--- config.mk ---
export PLATFORM = sky130hd
export DESIGN_NAME = axi_slave_mem
export DESIGN_NICKNAME = d
export VERILOG_FILES = /design/src/rtl/axi_pkg.sv /design/src/rtl/axi_slave_regfile.sv /design/src/rtl/axi_slave_mem.sv
export SDC_FILE = /design/constraint.sdc
export NUM_CORES = 1
export LEC_CHECK = 0
export BUFFER_PORTS_ARGS = -buffer_cell sky130_fd_sc_hd__buf_2
export CORE_ASPECT_RATIO = 0.75
export CORE_UTILIZATION = 55
export DETAILED_ROUTE_END_ITERATION = 8
export PLACE_DENSITY = 0.73
export SYNTH_ARGS = -nofsm -noshare
export SYNTH_HDL_FRONTEND = slang
export SYNTH_HIERARCHICAL = 1
export SYNTH_SLANG_ARGS = --single-unit
--- constraint.sdc ---
create_clock -name ACLK -period 41 [get_ports ACLK]
set_clock_uncertainty 0.1 [all_clocks]
set_input_delay 2.05 -clock ACLK [delete_from_list [all_inputs] [get_ports ACLK]]
set_output_delay 2.05 -clock ACLK [all_outputs]
set_load 0.02 [all_outputs]
--- src/rtl/axi_pkg.sv ---
// Shared response codes and channel FSM state encodings for the single-beat
// AXI slave memory.
package axi_pkg;

    localparam logic [1:0] RESP_OKAY   = 2'b00;
    localparam logic [1:0] RESP_SLVERR = 2'b10;

    typedef enum logic [1:0] {
        WR_IDLE,
        WR_HAVE_AW,
        WR_HAVE_W,
        WR_RESP
    } wr_state_t;

    typedef enum logic {
        RD_IDLE,
        RD_RESP
    } rd_state_t;

    function automatic logic [1:0] resp_code(input logic in_range);
        return in_range ? RESP_OKAY : RESP_SLVERR;
    endfunction

endpackage

--- src/rtl/axi_slave_regfile.sv ---
// Word storage: one synchronous write port, one combinational read port that
// the caller registers, and an asynchronous clear of every word.
module axi_slave_regfile #(
    parameter int WIDTH = 32,
    parameter int DEPTH = 16,
    parameter int IDX_W = $clog2(DEPTH)
) (
    input  logic             clk,
    input  logic             rst,
    input  logic             we,
    input  logic [IDX_W-1:0] waddr,
    input  logic [WIDTH-1:0] wdata,
    input  logic [IDX_W-1:0] raddr,
    output logic [WIDTH-1:0] rdata
);

    logic [WIDTH-1:0] mem [DEPTH];

    // NOTE: the clear-on-reset forces this storage into flops; a RAM macro
    // cannot reset its contents, so keep DEPTH small or drop the clear.
    // NOTE: state is updated with <= so every reader in the same edge sees the
    // pre-edge value; this is what makes a same-edge read return old data.
    always_ff @(posedge clk or posedge rst) begin
        if (rst) begin
            for (int i = 0; i < DEPTH; i++) begin
                mem[i] <= '0;
            end
        end else if (we) begin
            mem[waddr] <= wdata;
        end
    end

    assign rdata = mem[raddr];

endmodule

--- src/rtl/axi_slave_mem.sv ---
// Single-beat AXI slave in front of a small word memory; the write and read
// channels run independent FSMs and share only the storage.
module axi_slave_mem
    import axi_pkg::*;
#(
    parameter int BUS_WIDTH  = 32,
    parameter int ID_WIDTH   = 4,
    parameter int ADDR_WIDTH = 32,
    parameter int MEM_DEPTH  = 16
) (
    input  logic                  ACLK,
    input  logic                  ARESET,
    input  logic [ID_WIDTH-1:0]   AWID,
    input  logic [ADDR_WIDTH-1:0] AWADDR,
    input  logic                  AWVALID,
    output logic                  AWREADY,
    input  logic [BUS_WIDTH-1:0]  WDATA,
    input  logic                  WVALID,
    output logic                  WREADY,
    output logic [ID_WIDTH-1:0]   BID,
    output logic [1:0]            BRESP,
    output logic                  BVALID,
    input  logic                  BREADY,
    input  logic [ID_WIDTH-1:0]   ARID,
    input  logic [ADDR_WIDTH-1:0] ARADDR,
    input  logic                  ARVALID,
    output logic                  ARREADY,
    output logic [ID_WIDTH-1:0]   RID,
    output logic [BUS_WIDTH-1:0]  RDATA,
    output logic [1:0]            RRESP,
    output logic                  RVALID,
    input  logic                  RREADY
);

    localparam int IDX_W = $clog2(MEM_DEPTH);

    function automatic logic addr_ok(input logic [ADDR_WIDTH-1:0] addr);
        return (addr >> (IDX_W + 2)) == '0;
    endfunction

    // Holds READYs low through reset and rises on the first edge after release.
    logic out_of_reset;

    always_ff @(posedge ACLK or posedge ARESET) begin
        if (ARESET) out_of_reset <= 1'b0;
        else        out_of_reset <= 1'b1;
    end

    // ---------------- write channel ----------------
    wr_state_t             wr_state, wr_next;
    logic [ID_WIDTH-1:0]   aw_id_q;
    logic [ADDR_WIDTH-1:0] aw_addr_q;
    logic [BUS_WIDTH-1:0]  w_data_q;
    logic                  aw_hs, w_hs, wr_commit, wr_ok;
    logic [ID_WIDTH-1:0]   wr_id;
    logic [ADDR_WIDTH-1:0] wr_addr;
    logic [BUS_WIDTH-1:0]  wr_data;

    assign AWREADY = out_of_reset && (wr_state == WR_IDLE || wr_state == WR_HAVE_W);
    assign WREADY  = out_of_reset && (wr_state == WR_IDLE || wr_state == WR_HAVE_AW);
    assign aw_hs   = AWVALID && AWREADY;
    assign w_hs    = WVALID && WREADY;

    always_ff @(posedge ACLK or posedge ARESET) begin
        if (ARESET) wr_state <= WR_IDLE;
        else        wr_state <= wr_next;
    end

    // NOTE: every output of this block gets a default first, so no path can
    // leave a signal unassigned and infer a latch.
    always_comb begin
        wr_next   = wr_state;
        wr_commit = 1'b0;
        wr_id     = aw_id_q;
        wr_addr   = aw_addr_q;
        wr_data   = w_data_q;
        case (wr_state)
            WR_IDLE: begin
                if (aw_hs && w_hs) begin
                    wr_commit = 1'b1;
                    wr_id     = AWID;
                    wr_addr   = AWADDR;
                    wr_data   = WDATA;
                    wr_next   = WR_RESP;
                end else if (aw_hs) begin
                    wr_next = WR_HAVE_AW;
                end else if (w_hs) begin
                    wr_next = WR_HAVE_W;
                end
            end
            WR_HAVE_AW: begin
                if (w_hs) begin
                    wr_commit = 1'b1;
                    wr_data   = WDATA;
                    wr_next   = WR_RESP;
                end
            end
            WR_HAVE_W: begin
                if (aw_hs) begin
                    wr_commit = 1'b1;
                    wr_id     = AWID;
                    wr_addr   = AWADDR;
                    wr_next   = WR_RESP;
                end
            end
            WR_RESP: begin
                if (BREADY) wr_next = WR_IDLE;
            end
            default: wr_next = WR_IDLE;
        endcase
    end

    assign wr_ok = addr_ok(wr_addr);

    always_ff @(posedge ACLK or posedge ARESET) begin
        if (ARESET) begin
            aw_id_q   <= '0;
            aw_addr_q <= '0;
            w_data_q  <= '0;
            BVALID    <= 1'b0;
            BID       <= '0;
            BRESP     <= RESP_OKAY;
        end else begin
            if (aw_hs) begin
                aw_id_q   <= AWID;
                aw_addr_q <= AWADDR;
            end
            if (w_hs) w_data_q <= WDATA;
            if (wr_commit) begin
                BVALID <= 1'b1;
                BID    <= wr_id;
                BRESP  <= resp_code(wr_ok);
            end else if (wr_state == WR_RESP && BREADY) begin
                BVALID <= 1'b0;
            end
        end
    end

    // ---------------- read channel ----------------
    rd_state_t            rd_state, rd_next;
    logic                 ar_hs, rd_ok;
    logic [BUS_WIDTH-1:0] mem_rdata;

    assign ARREADY = out_of_reset && (rd_state == RD_IDLE);
    assign ar_hs   = ARVALID && ARREADY;
    assign rd_ok   = addr_ok(ARADDR);

    always_ff @(posedge ACLK or posedge ARESET) begin
        if (ARESET) rd_state <= RD_IDLE;
        else        rd_state <= rd_next;
    end

    always_comb begin
        rd_next = rd_state;
        case (rd_state)
            RD_IDLE: if (ar_hs)  rd_next = RD_RESP;
            RD_RESP: if (RREADY) rd_next = RD_IDLE;
            default: rd_next = RD_IDLE;
        endcase
    end

    always_ff @(posedge ACLK or posedge ARESET) begin
        if (ARESET) begin
            RVALID <= 1'b0;
            RID    <= '0;
            RDATA  <= '0;
            RRESP  <= RESP_OKAY;
        end else if (ar_hs) begin
            RVALID <= 1'b1;
            RID    <= ARID;
            RDATA  <= rd_ok ? mem_rdata : '0;
            RRESP  <= resp_code(rd_ok);
        end else if (rd_state == RD_RESP && RREADY) begin
            RVALID <= 1'b0;
        end
    end

    axi_slave_regfile #(
        .WIDTH(BUS_WIDTH),
        .DEPTH(MEM_DEPTH),
        .IDX_W(IDX_W)
    ) u_regfile (
        .clk  (ACLK),
        .rst  (ARESET),
        .we   (wr_commit && wr_ok),
        .waddr(wr_addr[IDX_W+1:2]),
        .wdata(wr_data),
        .raddr(ARADDR[IDX_W+1:2]),
        .rdata(mem_rdata)
    );

endmodule

Yosys cells after proc, flatten, opt, wreduce, memory -nomap -nowiden
Index checks and enable logic that the tools add are counted.
{"block": "totals", "reg_bits": 630, "in_bits": 111, "wordCells": 97}
{"block": "classes", "magnitude_cmp": 3, "eq_ne": 7, "mux": 36, "bitwise_logic": 3, "reduce_logical": 19}
{"op": "512-bit bitwise mux", "n": 1}
{"op": "32-bit 2-to-1 mux", "n": 8}
{"op": "32-bit binary-select mux with 4-bit select", "n": 1}
{"op": "32-bit demux with 4-bit select", "n": 1}
{"op": "32-bit case mux with 2 select lines", "n": 2}
{"op": "32-bit logical NOT", "n": 2}
{"op": "2-bit 2-to-1 mux", "n": 8}
{"op": "1-bit logical AND", "n": 11}
{"op": "5-bit >= comparator, second input constant", "n": 2}
{"op": "4-bit NOT with 5-bit output", "n": 2}
{"op": "1-bit 2-to-1 mux", "n": 9}
{"op": "4-bit 2-to-1 mux", "n": 2}
{"op": "2-bit case mux with 4 select lines", "n": 1}
{"op": "4-bit case mux with 2 select lines", "n": 1}
{"op": "2-bit != test, second input constant", "n": 3}
{"op": "5-bit by 1-bit < comparator with 1-bit output, second input constant", "n": 1}
{"op": "2-bit == test, second input constant", "n": 2}
{"op": "4-bit by 3-bit != test with 1-bit output, second input constant", "n": 1}
{"op": "4-bit AND reduction", "n": 1}
{"op": "2-bit nonzero test", "n": 2}
{"op": "1-bit case mux with 3 select lines", "n": 1}
{"op": "2-bit by 1-bit == test with 1-bit output, second input constant", "n": 1}
{"op": "2-bit logical NOT", "n": 1}
{"op": "1-bit logical OR", "n": 2}
{"op": "2 further kinds", "n": 2}

Depth between registers and ports, before layout
{"block": "depth", "word_depth": 13, "ltp_mapped": 14}

Modules after synthesis
The synthesis kept the hierarchy.
{"mod": "axi_slave_regfile", "n_inst": 1, "cells_per_inst": 1410, "area_each_um2": 22945.8}
{"mod": "axi_slave_mem", "n_inst": 1, "cells_per_inst": 539, "area_each_um2": 5642.9}

Least setup slack after synthesis
No wires, ideal clock.
{"block": "synth_path", "path_type": "input to register", "start": "in AWADDR[22]", "end": "reg u_regfile/mem[416] (netlist bit)", "setup_time_ns": 0.125, "arrival_time_ns": 4.224, "required_ns": 40.775, "setup_slack_ns": 36.551, "stages": 10, "path_buffers": 2, "path_cell_list": "nor4_1 nand3_1 o31ai_1 o311ai_0 nor2_1 nand2_2 or4_1 buf_2 buf_6 mux2_4"}
{"block": "synth_via", "elab_chain_cells": 4}
{"item": "start: declaration", "line": "axi_slave_mem.sv:14", "source": "input logic [ADDR_WIDTH-1:0] AWADDR,"}
{"item": "32-bit 2-to-1 mux (on tied branches)", "line": "axi_slave_mem.sv:99, axi_slave_mem.sv:79"}
{"item": "32-bit case mux with 2 select lines *", "line": "axi_slave_mem.sv:77", "source": "case (wr_state)"}
{"item": "32-bit logical NOT *", "line": "axi_slave_mem.sv:38", "source": "return (addr >> (IDX_W + 2)) == '0;"}
{"item": "1-bit logical AND *", "line": "axi_slave_mem.sv:185", "source": ".we (wr_commit && wr_ok),"}
{"item": "end signal: indexed assignment", "line": "axi_slave_regfile.sv:29", "source": "mem[waddr] <= wdata;"}
{"item": "end: declaration", "line": "axi_slave_regfile.sv:17", "source": "logic [WIDTH-1:0] mem [DEPTH];"}
Mark *: on every way between the ends. The rest lies on a longest branch, timed or not.
A chain may end at the register's enable or synchronous reset.

Worst setup path after layout
{"block": "layout_path", "start": "in AWVALID", "end": "reg u_regfile/mem[412] (netlist bit)"}
{"block": "layout_via", "elab_chain_cells": 10}
{"item": "start: declaration", "line": "axi_slave_mem.sv:15", "source": "input logic AWVALID,"}
{"item": "1-bit logical AND *", "line": "axi_slave_mem.sv:61", "source": "assign aw_hs = AWVALID && AWREADY;"}
{"item": "1-bit logical AND", "line": "axi_slave_mem.sv:79", "source": "if (aw_hs && w_hs) begin"}
{"item": "32-bit 2-to-1 mux", "line": "axi_slave_mem.sv:79"}
{"item": "32-bit case mux with 2 select lines *", "line": "axi_slave_mem.sv:77"}
{"item": "net wr_addr[4]", "line": "axi_slave_mem.sv:56", "source": "logic [ADDR_WIDTH-1:0] wr_addr;"}
{"item": "4-bit NOT with 5-bit output (implied by the code) *", "line": "axi_slave_regfile.sv:29"}
{"item": "5-bit >= comparator (implied by the code) or 5-bit by 1-bit < comparator with 1-bit output (tied branches)", "line": "axi_slave_regfile.sv:29"}
{"item": "1-bit logical AND (implied by the code)", "line": "axi_slave_regfile.sv:29"}
{"item": "32-bit 2-to-1 mux (implied by the code)", "line": "axi_slave_regfile.sv:29"}
{"item": "32-bit demux with 4-bit select *", "line": "axi_slave_regfile.sv:29"}
{"item": "512-bit bitwise mux *", "line": "axi_slave_regfile.sv:29"}
Mark *: on every way through the listed nets, which the timed path passes. The rest lies on a longest branch.

==> summary.txt <==
Min path
  – Hold path depth: 2
  – Hold Path Class: reg2reg

Drt
  – Drt pass-1 iters: 9
  – Wire length per cell: 25.0 um
  – Initial DRC Count: 1823
  – Number of vias in the routed layout: 17200
  – WL final: 69200 um
  – DR vias/cell: 6.24
  – DRC viols: 0
  – ANT nets after route: 0

Run status
  – Status: finished, final reports clean

Global route
  – First-pass GRT wire length: 108000 um
  – GRT Total Usage: 0.267
  – Largest net degree at the start of global routing: 217
  – Vias in the first global route: 17900
  – Initial antenna violation count: 2
  – Overflow after GRT: 0

Logic synthesis
  – Ys async rst share: 1.00
  – FF+latch count, synth: 626
  – Main synth FF type: dfrtp_1
  – Ys Warns: 6
  – Synth area leader: dfrtp_1
  – Synth top area cells: dfrtp_1 (55%), mux2_2 (20%), mux4_2 (10%)
  – Yosys top cell area share: 0.548
  – Synth Area per Inst: 14.7 um2
  – Post-synth EDFFs: 0
  – Synth top cells by count: dfrtp_1 (626), mux2_2 (504), nand2_1 (140)
  – Synth cell types: 51
  – Most numerous cell in the Yosys netlist: dfrtp_1
  – Cell area after synthesis: 0.0286 mm2
  – Cells after synthesis: 1949
  – Fraction of the yosys area taken by sequential cells: 0.548

Layout
  – Fin nets: 2141
  – Cell area after layout: 0.0317 mm2
  – Non-filler instance count after layout: 2763
  – Area Growth Syn to Fin: 11.0%
  – Layout cell share with drive strength beyond 1: 0.469

CTS
  – Clk slew on worst S/H paths: 0.06 ns
  – CTS root buf: clkbuf_16
  – Max clock buf depth: 3
  – Hold Buf Count CTS: 0
  – CTS Buf Count: 58
  – Worst skew pair latency: 0.61 ns
  – Sink Count: 626
  – Post-CTS sizing: 0
  – H-tree depth: 2
  – Post CTS Setup Buffer Count: 0
  – CTS tree: built

Setup path
  – Worst setup EP type: flop
  – Data arrival, critical path: 6.24 ns
  – CP Data Required Time: 41.37 ns
  – Crit Path Category: in2reg
  – CP Max Fanout: 54
  – Reg2Reg Depth: 12
  – Setup crit start kind: input pin

Timing
  – Slew Limit Fails: 0
  – RSZ-0062 raised after global routing: no
  – Min Tclk post-route: 5.87 ns
  – Worst Max-Slew Pin Slew: 1.26 ns
  – Post-route setup TNS: 0 ns
  – Fmax: 0.170 GHz
  – Max_slew headroom: 0.163
  – Final setup violation count: 0
  – Final Hold Viols: 0
  – Final period util: 0.143

Place
  – Placer Congestion: 0.846
  – Dpl cells: 2657
  – Port buffer count: 153
  – Final HPWL DP: 40100 um
  – Placed Area: 0.0298 mm2

Die
  – Die area: 0.0529 mm2
  – DIE WIDTH: 265 um
  – Core footprint: 0.0507 mm2
  – Core Rows: 71
  – Die height: 199 um
  – Initial core utilization: 0.564
  – IO Pins: 160

Power
  – Max VDD drop: 0.0000445 V
  – Pwr dens: 56.3 mW/mm2
  – Leak: 15.7 nW

Job
  – MaxCap Viol Count: 0
[per-stage QoR]
step	util	setup slack [ns]	hold WS, ns	power [mW]
floorplan	-	24.55	0.352	1.13
detailed placement	0.588	34.63	0.358	1.26
finish	0.626	35.13	0.373	1.79
global placement	0.588	34.70	0.355	1.23
global route	0.626	34.98	0.406	1.87
CTS	0.626	35.24	0.374	1.79
[where the power goes]
group	leakage (nW)	internal (mW)	switching, mW	total (mW)
Combinational	6.22	0.187	0.262	0.449
Sequential	8.56	0.737	0.0645	0.801
Clock	0.945	0.306	0.230	0.536
[path summary, 6_finish.rpt]
| check | from | slack (ns) | endpoint |
|---|---|---|---|
| hold / removal | RVALID | 0.37 | RVALID |
| min in group asynchronous | ARESET | 1.53 | RID[3] |
| setup reg to reg | wr_state[0] | 35.79 | u_regfile/mem[412] |
| max in group asynchronous | ARESET | 37.54 | u_regfile/mem[36] |
| setup / recovery | AWVALID | 35.13 | u_regfile/mem[412] |
| hold reg to reg | RVALID | 0.37 | RVALID |
[worst max-delay path, stage by stage]
cell      delay, ns
buf_2          0.13
o211ai_4       0.08
buf_4          0.38
buf_4          0.58
nor2_1         0.34
a222oi_1       0.36
inv_1          0.23
nand2b_1       0.34
nor3_4         0.74
buf_4          0.55
mux2_2         0.39
[cells by family after synthesis]
family	count (synthesis)	synth area share
adder cells (fa/ha/maj)	6	0.00263
AND/OR/NAND/NOR	215	0.0340
buffers and inverters	216	0.0334
other	2	0.000263
flip-flops	626	0.548
multiplexers	680	0.322
AO/OA/AOI/OAI	204	0.0596
[final cells by class]
cell class / count / area (um2)
Multi-Input combinational cell: 1108 / 12100
Fill cell: 3757 / 19000
Clock inverter: 13 / 93.8
Sequential cell: 626 / 15700
Tap cell: 693 / 867
Timing Repair Buffer: 187 / 1040
Clock buffer: 91 / 1800
Antenna cell: 2 / 5.00
Inverter: 43 / 171
[cell usage in the layout, fill, tap and decap left out, drive strengths merged, types with 2 or more instances in the layout]
| master | n |
|---|---|
| or3 | 2 |
| mux2 | 551 |
| a22oi | 64 |
| diode | 2 |
| a222oi | 40 |
| a21oi | 8 |
| or4 | 2 |
| nand3 | 7 |
| o21a | 4 |
| nor2 | 22 |
| ha | 6 |
| o31ai | 2 |
| clkbuf | 92 |
| a22o | 72 |
| nor3 | 8 |
| nand4 | 3 |
| dfrtp | 626 |
| mux4 | 128 |
| nand3b | 3 |
| inv | 44 |
| conb | 3 |
| nand2 | 142 |
| nand2b | 3 |
| clkinv | 11 |
| nor4 | 14 |
| o21ai | 5 |
| buf | 186 |
| nor3b | 2 |
| o211ai | 2 |
| nor2b | 3 |
[per-layer routing]
| layer | global-route usage | vias to the layer above | share of wire |
|---|---|---|---|
| li1 | - | 7401 | - |
| met1 | 0.394 | 9263 | 0.45 |
| met2 | 0.417 | 480 | 0.47 |
| met3 | 0.0407 | 105 | 0.051 |
| met4 | 0.0719 | 0 | 0.024 |
| met5 | 0 | - | 0 |
[sequential cells by signal, indices dropped and copies added, names as in the netlist, 2 cells and up]
name and cells:
aw_addr_q 30, aw_id_q 4, u_regfile/mem 512, w_data_q 32, RID 4, wr_state 2
RDATA 32, BID 4
(Power assumes the default switching activity.)
